[src/rtl/tictac_pkg.sv]
`default_nettype none
// ============================================================================
//  Module      : tictac_pkg
//  Description : Shared types and constants for the tic-tac-toe controller:
//                FSM state encoding, square type, legal square range and the
//                eight winning-line masks (bit n-1 = square n, row-major).
//  Revision    : 1.0 - initial release
// ============================================================================
package tictac_pkg;

  typedef logic [3:0] square_t;

  typedef enum logic [2:0] {
    WAIT_H = 3'd0,
    CHK_H  = 3'd1,
    ENG    = 3'd2,
    CHK_C  = 3'd3,
    OVER   = 3'd4
  } state_t;

  localparam square_t SQ_MIN = 4'd1;
  localparam square_t SQ_MAX = 4'd9;

  localparam int NUM_LINES = 8;

  // Index 0..2 rows, 3..5 columns, 6..7 diagonals.
  localparam logic [NUM_LINES-1:0][8:0] LINE_MASKS = {
    9'h054, 9'h111,
    9'h124, 9'h092, 9'h049,
    9'h1C0, 9'h038, 9'h007
  };

  // One-hot occupancy bit for a square; all-zero when the square is out of range.
  function automatic logic [8:0] sq_mask(input square_t sq);
    logic [8:0] m;
    m = '0;
    if (sq >= SQ_MIN && sq <= SQ_MAX) begin
      m = 9'(1) << (sq - SQ_MIN);
    end
    return m;
  endfunction

endpackage
`default_nettype wire

[src/rtl/tictac_game_ctrl_if.sv]
`default_nettype none
// ============================================================================
//  Module      : tictac_game_ctrl_if
//  Description : Player/engine/result bundle of the tic-tac-toe controller.
//                slave = controller view, master = driver/environment view.
//  Revision    : 1.0 - initial release
// ============================================================================
interface tictac_game_ctrl_if;
  import tictac_pkg::*;

  logic       newGame;
  square_t    hMove;
  logic       hMoveValid;
  logic       engReq;
  square_t    engMove;
  logic       engAck;
  logic       engWin;
  square_t    cMove;
  logic [8:0] humanBoard;
  logic [8:0] compBoard;
  logic       turn;
  logic       hWin;
  logic       cWin;
  logic       draw;
  logic       fault;
  logic       gameOver;
  logic       illegal;

  modport slave (
    input  newGame, hMove, hMoveValid, engMove, engAck, engWin,
    output engReq, cMove, humanBoard, compBoard, turn,
           hWin, cWin, draw, fault, gameOver, illegal
  );

  modport master (
    output newGame, hMove, hMoveValid, engMove, engAck, engWin,
    input  engReq, cMove, humanBoard, compBoard, turn,
           hWin, cWin, draw, fault, gameOver, illegal
  );

endinterface
`default_nettype wire

[src/rtl/tictac_line_detect.sv]
`default_nettype none
// ============================================================================
//  Module      : tictac_line_detect
//  Description : Flags whether a 9-square occupancy mask completes any row,
//                column or diagonal.
//  Revision    : 1.0 - initial release
// ============================================================================
module tictac_line_detect
  import tictac_pkg::*;
(
  input  logic [8:0] mask_i,
  output logic       line_o
);

  // A line is present when every square of some line mask is occupied.
  always_comb begin
    line_o = 1'b0;
    for (int i = 0; i < NUM_LINES; i++) begin
      if ((mask_i & LINE_MASKS[i]) == LINE_MASKS[i]) begin
        line_o = 1'b1;
      end
    end
  end

endmodule
`default_nettype wire

[src/rtl/tictac_game_ctrl.sv]
`default_nettype none
// ============================================================================
//  Module      : tictac_game_ctrl
//  Description : Human-vs-engine tic-tac-toe game controller. Validates human
//                moves, requests and validates engine moves with a timeout,
//                and tracks win/draw/fault results until a new game.
//  Config      : TICTAC_LINE_DETECT_EN - when defined, wins are detected on
//                the board masks; otherwise the engine reports its own win
//                via engWin and humans can only draw.
//  Revision    : 1.0 - initial release
// ============================================================================
module tictac_game_ctrl
  import tictac_pkg::*;
#(
  parameter int ENG_TIMEOUT = 15
) (
  input  logic             clock,
  input  logic             reset,
  tictac_game_ctrl_if.slave bus
);

  localparam int c_TMO_W = (ENG_TIMEOUT < 1) ? 1 : $clog2(ENG_TIMEOUT + 1);
  localparam logic [c_TMO_W-1:0] c_TMO_LAST = c_TMO_W'(ENG_TIMEOUT - 1);

  state_t             state_q;
  logic [8:0]         hBoard_q;
  logic [8:0]         cBoard_q;
  square_t            cMove_q;
  logic               turn_q;
  logic               engReq_q;
  logic               hWin_q;
  logic               cWin_q;
  logic               draw_q;
  logic               fault_q;
  logic               gameOver_q;
  logic               illegal_q;
  logic [c_TMO_W-1:0] tmo_q;

  logic [8:0] w_occ;
  logic [8:0] w_hBit;
  logic [8:0] w_eBit;
  logic       w_hOk;
  logic       w_eOk;
  logic       w_full;
  logic       w_hLine;
  logic       w_cLine;

  assign w_occ  = hBoard_q | cBoard_q;
  assign w_hBit = sq_mask(bus.hMove);
  assign w_eBit = sq_mask(bus.engMove);
  // Out-of-range squares map to an empty mask, so a zero mask means illegal.
  assign w_hOk  = (w_hBit != '0) && ((w_hBit & w_occ) == '0);
  assign w_eOk  = (w_eBit != '0) && ((w_eBit & w_occ) == '0);
  assign w_full = (w_occ == 9'h1FF);

`ifdef TICTAC_LINE_DETECT_EN
  tictac_line_detect u_h_line (.mask_i(hBoard_q), .line_o(w_hLine));
  tictac_line_detect u_c_line (.mask_i(cBoard_q), .line_o(w_cLine));
`else
  // Engine's own win claim, captured with its accepted move.
  logic engWin_q;
  assign w_hLine = 1'b0;
  assign w_cLine = engWin_q;
`endif

  // Game FSM with registered outputs; newGame overrides every state.
  always_ff @(posedge clock or posedge reset) begin
    if (reset) begin
      state_q    <= WAIT_H;
      hBoard_q   <= '0;
      cBoard_q   <= '0;
      cMove_q    <= '0;
      turn_q     <= 1'b1;
      engReq_q   <= 1'b0;
      hWin_q     <= 1'b0;
      cWin_q     <= 1'b0;
      draw_q     <= 1'b0;
      fault_q    <= 1'b0;
      gameOver_q <= 1'b0;
      illegal_q  <= 1'b0;
      tmo_q      <= '0;
`ifndef TICTAC_LINE_DETECT_EN
      engWin_q   <= 1'b0;
`endif
    end else begin
      illegal_q <= 1'b0;
      if (bus.newGame) begin
        state_q    <= WAIT_H;
        hBoard_q   <= '0;
        cBoard_q   <= '0;
        cMove_q    <= '0;
        turn_q     <= 1'b1;
        engReq_q   <= 1'b0;
        hWin_q     <= 1'b0;
        cWin_q     <= 1'b0;
        draw_q     <= 1'b0;
        fault_q    <= 1'b0;
        gameOver_q <= 1'b0;
        tmo_q      <= '0;
`ifndef TICTAC_LINE_DETECT_EN
        engWin_q   <= 1'b0;
`endif
      end else begin
        case (state_q)
          WAIT_H: begin
            if (bus.hMoveValid) begin
              if (w_hOk) begin
                hBoard_q <= hBoard_q | w_hBit;
                turn_q   <= 1'b0;
                state_q  <= CHK_H;
              end else begin
                illegal_q <= 1'b1;
              end
            end
          end
          CHK_H: begin
            if (w_hLine) begin
              hWin_q     <= 1'b1;
              gameOver_q <= 1'b1;
              state_q    <= OVER;
            end else if (w_full) begin
              draw_q     <= 1'b1;
              gameOver_q <= 1'b1;
              state_q    <= OVER;
            end else begin
              engReq_q <= 1'b1;
              tmo_q    <= '0;
              state_q  <= ENG;
            end
          end
          ENG: begin
            if (bus.engAck) begin
              engReq_q <= 1'b0;
              if (w_eOk) begin
                cBoard_q <= cBoard_q | w_eBit;
                cMove_q  <= bus.engMove;
`ifndef TICTAC_LINE_DETECT_EN
                engWin_q <= bus.engWin;
`endif
                state_q  <= CHK_C;
              end else begin
                fault_q    <= 1'b1;
                gameOver_q <= 1'b1;
                state_q    <= OVER;
              end
            end else if (tmo_q >= c_TMO_LAST) begin
              engReq_q   <= 1'b0;
              fault_q    <= 1'b1;
              gameOver_q <= 1'b1;
              state_q    <= OVER;
            end else begin
              tmo_q <= tmo_q + 1'b1;
            end
          end
          CHK_C: begin
            if (w_cLine) begin
              cWin_q     <= 1'b1;
              gameOver_q <= 1'b1;
              state_q    <= OVER;
            end else if (w_full) begin
              draw_q     <= 1'b1;
              gameOver_q <= 1'b1;
              state_q    <= OVER;
            end else begin
              turn_q  <= 1'b1;
              state_q <= WAIT_H;
            end
          end
          OVER: begin
            state_q <= OVER;
          end
          default: begin
            state_q <= WAIT_H;
            turn_q  <= 1'b1;
          end
        endcase
      end
    end
  end

  assign bus.engReq     = engReq_q;
  assign bus.cMove      = cMove_q;
  assign bus.humanBoard = hBoard_q;
  assign bus.compBoard  = cBoard_q;
  assign bus.turn       = turn_q;
  assign bus.hWin       = hWin_q;
  assign bus.cWin       = cWin_q;
  assign bus.draw       = draw_q;
  assign bus.fault      = fault_q;
  assign bus.gameOver   = gameOver_q;
  assign bus.illegal    = illegal_q;

endmodule
`default_nettype wire

[src/flat_wrapper.sv]
// flat-port wrapper written by rule: the top's interface ports become plain ports
module tictac_game_ctrl_flat import tictac_pkg::*;
#(
  parameter int ENG_TIMEOUT = 15
)
  (clock, reset, bus_newGame, bus_hMove, bus_hMoveValid, bus_engMove, bus_engAck, bus_engWin, bus_engReq, bus_cMove, bus_humanBoard, bus_compBoard, bus_turn, bus_hWin, bus_cWin, bus_draw, bus_fault, bus_gameOver, bus_illegal);
  tictac_game_ctrl_if bus_i ();
  input  logic clock;
  input  logic reset;
  input wire logic [$bits(bus_i.newGame)-1:0] bus_newGame;
  input wire logic [$bits(bus_i.hMove)-1:0] bus_hMove;
  input wire logic [$bits(bus_i.hMoveValid)-1:0] bus_hMoveValid;
  input wire logic [$bits(bus_i.engMove)-1:0] bus_engMove;
  input wire logic [$bits(bus_i.engAck)-1:0] bus_engAck;
  input wire logic [$bits(bus_i.engWin)-1:0] bus_engWin;
  output wire logic [$bits(bus_i.engReq)-1:0] bus_engReq;
  output wire logic [$bits(bus_i.cMove)-1:0] bus_cMove;
  output wire logic [$bits(bus_i.humanBoard)-1:0] bus_humanBoard;
  output wire logic [$bits(bus_i.compBoard)-1:0] bus_compBoard;
  output wire logic [$bits(bus_i.turn)-1:0] bus_turn;
  output wire logic [$bits(bus_i.hWin)-1:0] bus_hWin;
  output wire logic [$bits(bus_i.cWin)-1:0] bus_cWin;
  output wire logic [$bits(bus_i.draw)-1:0] bus_draw;
  output wire logic [$bits(bus_i.fault)-1:0] bus_fault;
  output wire logic [$bits(bus_i.gameOver)-1:0] bus_gameOver;
  output wire logic [$bits(bus_i.illegal)-1:0] bus_illegal;
  assign bus_i.newGame = bus_newGame;
  assign bus_i.hMove = bus_hMove;
  assign bus_i.hMoveValid = bus_hMoveValid;
  assign bus_i.engMove = bus_engMove;
  assign bus_i.engAck = bus_engAck;
  assign bus_i.engWin = bus_engWin;
  assign bus_engReq = bus_i.engReq;
  assign bus_cMove = bus_i.cMove;
  assign bus_humanBoard = bus_i.humanBoard;
  assign bus_compBoard = bus_i.compBoard;
  assign bus_turn = bus_i.turn;
  assign bus_hWin = bus_i.hWin;
  assign bus_cWin = bus_i.cWin;
  assign bus_draw = bus_i.draw;
  assign bus_fault = bus_i.fault;
  assign bus_gameOver = bus_i.gameOver;
  assign bus_illegal = bus_i.illegal;
  tictac_game_ctrl #(.ENG_TIMEOUT(ENG_TIMEOUT)) u_core (.clock(clock), .reset(reset), .bus(bus_i));
endmodule
[config.mk]
export PLATFORM = sky130hd
export DESIGN_NAME = tictac_game_ctrl_flat
export DESIGN_NICKNAME = d
export VERILOG_FILES = /design/src/rtl/tictac_pkg.sv /design/src/rtl/tictac_game_ctrl_if.sv /design/src/rtl/tictac_line_detect.sv /design/src/rtl/tictac_game_ctrl.sv /design/src/flat_wrapper.sv
export SDC_FILE = /design/constraint.sdc
export NUM_CORES = 1
export LEC_CHECK = 0
export CORE_MARGIN = 2
export CORE_UTILIZATION = 46
export CTS_CLUSTER_DIAMETER = 80
export DETAILED_ROUTE_END_ITERATION = 8
export PLACE_DENSITY = 0.76
export SETUP_SLACK_MARGIN = 0.3
export SLEW_MARGIN = 15
export SYNTH_ARGS = -nofsm -noshare
export SYNTH_HDL_FRONTEND = slang
export SYNTH_SLANG_ARGS = --single-unit
[constraint.sdc]
create_clock -name clock -period 2.13 [get_ports clock]
set_clock_uncertainty 0.1 [all_clocks]
set_input_delay 0.3195 -clock clock [delete_from_list [all_inputs] [get_ports clock]]
set_output_delay 0.3195 -clock clock [all_outputs]
set_load 0.01 [all_outputs]
==> flow_summary.toml <==
[final_layout]
nNetsFinal = 362
regArea_um2 = 929.6
drive_gt1_frac = 0.4290
fin_area_mm2 = 0.003596
fill_cells = 255
post-route-util = 0.8091
n_antenna_cell = 0
multiInputGateArea_mm2 = 0.001390
area_growth_pct = 66.13

[sta]
maxSlewViolCount = 0
finalCritPeriodShare = 1.027
max_freq_mhz = 457.2
finalHoldViolations = 0
rsz0062_at_grt = "true"
finalCriticalPeriod_ns = 2.187
layout_setup_ws_ns = -0.05732
setup_viol = 10

[worst_setup_path]
required_ns = 2.24
crit_type = "flip-flop to flip-flop"
regToRegSetupSlack_ns = -0.06
crit_fanout = 9
arrival_ns = 2.30
cp-end-kind = "flip-flop"
r2r-start = "u_core.bus.humanBoard[6]$_DFFE_PP0P_"
r2r_cells = 7
start_kind = "flip-flop"
r2r_end = "u_core.bus.humanBoard[8]$_DFFE_PP0P_"

[logic_synthesis]
syn_inst = 234
synth_area_per_cell_um2 = 9.250
synth-async-reset-ratio = 1.000
synth_cell_type_count = 62
synth_top_area_frac = 0.4162
yosysSeqAreaShare = 0.4283
synth_edf_count = 0
ys_ff_latch = 37
synth_ff_type = "dfrtp_1"
synth_nets = 252
synth_top_area_cell = "dfrtp_1"
ys_warn_count = 0
syn_area_mm2 = 0.002165
ys_top_cells_by_area = "dfrtp_1, nor2_1, nand2_1, o2bb2ai_1, ha_1"

[floorplanning]
die_y_um = 72.60
io_pins = 44
rows = 24
dieArea_mm2 = 0.005270
core_region_area_mm2 = 0.004444
start_util = 0.4870
die_w_um = 72.60

[pwr]
cellPowerDensity_mw_per_mm2 = 513.8
total_leakage_power_nw = 1.697
vdd_drop_max_mv = 0.3573
finalPower_w = 0.001848

[clock_tree]
numCtsBuffers = 5
clk_path_buf_depth = 2
clock_latency_ns = 0.31
cts-htree-levels = 2
cts_tree = "yes"
clock-sinks = 37
path_clk_slew_ns = 0.08
cts-root-buf = "clkbuf_8"

[run_status]
outcome = "finished with violations"
violations = "negative setup slack"

[placement]
numPortBuffers = 42
gp_congestion = 0.8794
place_ws_ns = -0.7566
hpwl_um = 4511
place_area_mm2 = 0.003059

[global_route]
grt_max_degree = 38
grt_pass1_vias = 2261
antenna_found_initial = 0
grt_use_total = 0.2719
grt_overflow = 0
grt_pass1_wl_um = 10990

[min_path]
holdCritPathClass = "input pin to flip-flop"
min_from = "bus_engMove[0]"
hold_end = "u_core.bus.cMove[0]$_DFFE_PP0P_"
min_path_cells = 3

[route]
drc_errors = 0
vias = 2423
wl_um = 7403
drt_iter0_drc = 185
wl_per_cell_um = 18.65
drtAntennaViolNets = 0
viasPerCell = 6.103
dr.pass1.iters = 5

[flow_run]
cap_violations = 0
[worst max-delay path, cell delays in order, from the launching register on]
cell and delay, ns:
dfrtp_1 0.42, nor2_1 0.17, nor3_1 0.09, a31oi_1 0.21, nand4_1 0.17, or4_4 0.53
buf_8 0.17, o32ai_2 0.21
[worst max-delay path by stage]
stage	slack, ns	start	cells past startpoint	end
floorplan	-0.31	bus_engMove[1]	10	u_core.bus.compBoard[4]$_DFFE_PP0P_
global placement	-0.67	bus_engMove[0]	9	u_core.bus.compBoard[4]$_DFFE_PP0P_
detailed placement	-0.76	bus_engMove[0]	9	u_core.bus.compBoard[4]$_DFFE_PP0P_
CTS	0.03	u_core.bus.compBoard[3]$_DFFE_PP0P_	7	u_core.bus.compBoard[7]$_DFFE_PP0P_
global route	-0.16	u_core.bus.compBoard[8]$_DFFE_PP0P_	10	u_core.state_q[0]$_DFFE_PP0P_
finish	-0.06	u_core.bus.humanBoard[6]$_DFFE_PP0P_	7	u_core.bus.humanBoard[8]$_DFFE_PP0P_
[layer usage]
metal | wire, um | GRT usage | share of wire
met2 | 3619 | 0.4485 | 0.49
met3 | 538 | 0.06630 | 0.073
met5 | 0 | 0 | 0
met1 | 3093 | 0.3494 | 0.42
met4 | 152 | 0.09465 | 0.021
[area by class of cell]
type / count / area share
flip-flops and latches: 37 / 0.2585
inverters: 10 / 0.01044
clock buffers: 5 / 0.01914
repair buffers: 118 / 0.2944
clock inverters: 3 / 0.01287
multi-input cells: 172 / 0.3866
well taps: 52 / 0.01809
[synth_stat cells (all sizes together), types with 2 or more instances]
cell     count
nand2b       5
o32ai        3
o22ai        4
a211oi       4
nor4         3
nor2        39
ha           4
o41ai        4
o21a         3
inv         10
dfrtp       36
a31oi        5
a211o        2
a21oi        7
or3          2
nor4b        2
nor3        10
nor2b        4
a41oi        2
or2          2
o2bb2ai      6
buf          6
nand2       22
or4          2
clkbuf       7
mux2i        5
o21ai       10
[per-stage QoR]
step | cells | TNS [ns] | hold slack, ns
final | 397 | -0.2815 | 0.2241
after global routing | 397 | -1.765 | 0.2276
after CTS | 385 | 0 | 0.2153
after detailed placement | 365 | -17.38 | 0.3805
after global placement | 365 | -15.73 | 0.3844
after floorplan | 234 | -3.120 | 0.3141
[what timing repair did]
item | 4_1_cts | 5_1_grt
endpoints found under the setup margin | 35 | 40
hold buffers | 0 | 0
setup buffers | 12 | 12
resized for setup | 51 | 42
pin swaps | 14 | 7
[sequential cells by signal (all words and copies together), names as in the netlist, 3 cells and up]
signal and cells:
u_core.bus.humanBoard 9, u_core.bus.compBoard 9, u_core.tmo_q 4, u_core.state_q 3
u_core.bus.cMove 4
[cells in the final DEF, fill, tap and decap left out, types with 6 or more instances in the layout]
master and instances:
nor3_1 7, dfrtp_1 34, clkdlybuf4s50_1 25, buf_4 66, buf_6 11, nor2_2 8, nand2_1 22, dlymetal6s2s_1 8
nor2_1 29, o21ai_1 6, inv_1 9
[cells by family (layout without fill, tap and decap cells)]
family                   Yosys count  count (layout)  synth area share
AO/OA/AOI/OAI                     60              60            0.2110
adder cells (fa/ha/maj)            5               5           0.02775
flip-flops                        37              37            0.4283
AND/OR/NAND/NOR                   99              99            0.2301
other                              1               1          0.001732
XOR/XNOR                           2               2          0.008094
buffers and inverters             25             136           0.06994
multiplexers                       5               5           0.02312
[power by group]
| group | switching [W] | internal (W) | total (W) |
|---|---|---|---|
| clock | 0.000282 | 0.000350 | 0.000633 |
| combinational | 0.000235 | 0.000227 | 0.000461 |
| sequential | 0.0000278 | 0.000726 | 0.000753 |
| total | 0.000545 | 0.00130 | 0.00185 |
Note: power is estimated with default switching activity, not from simulation.
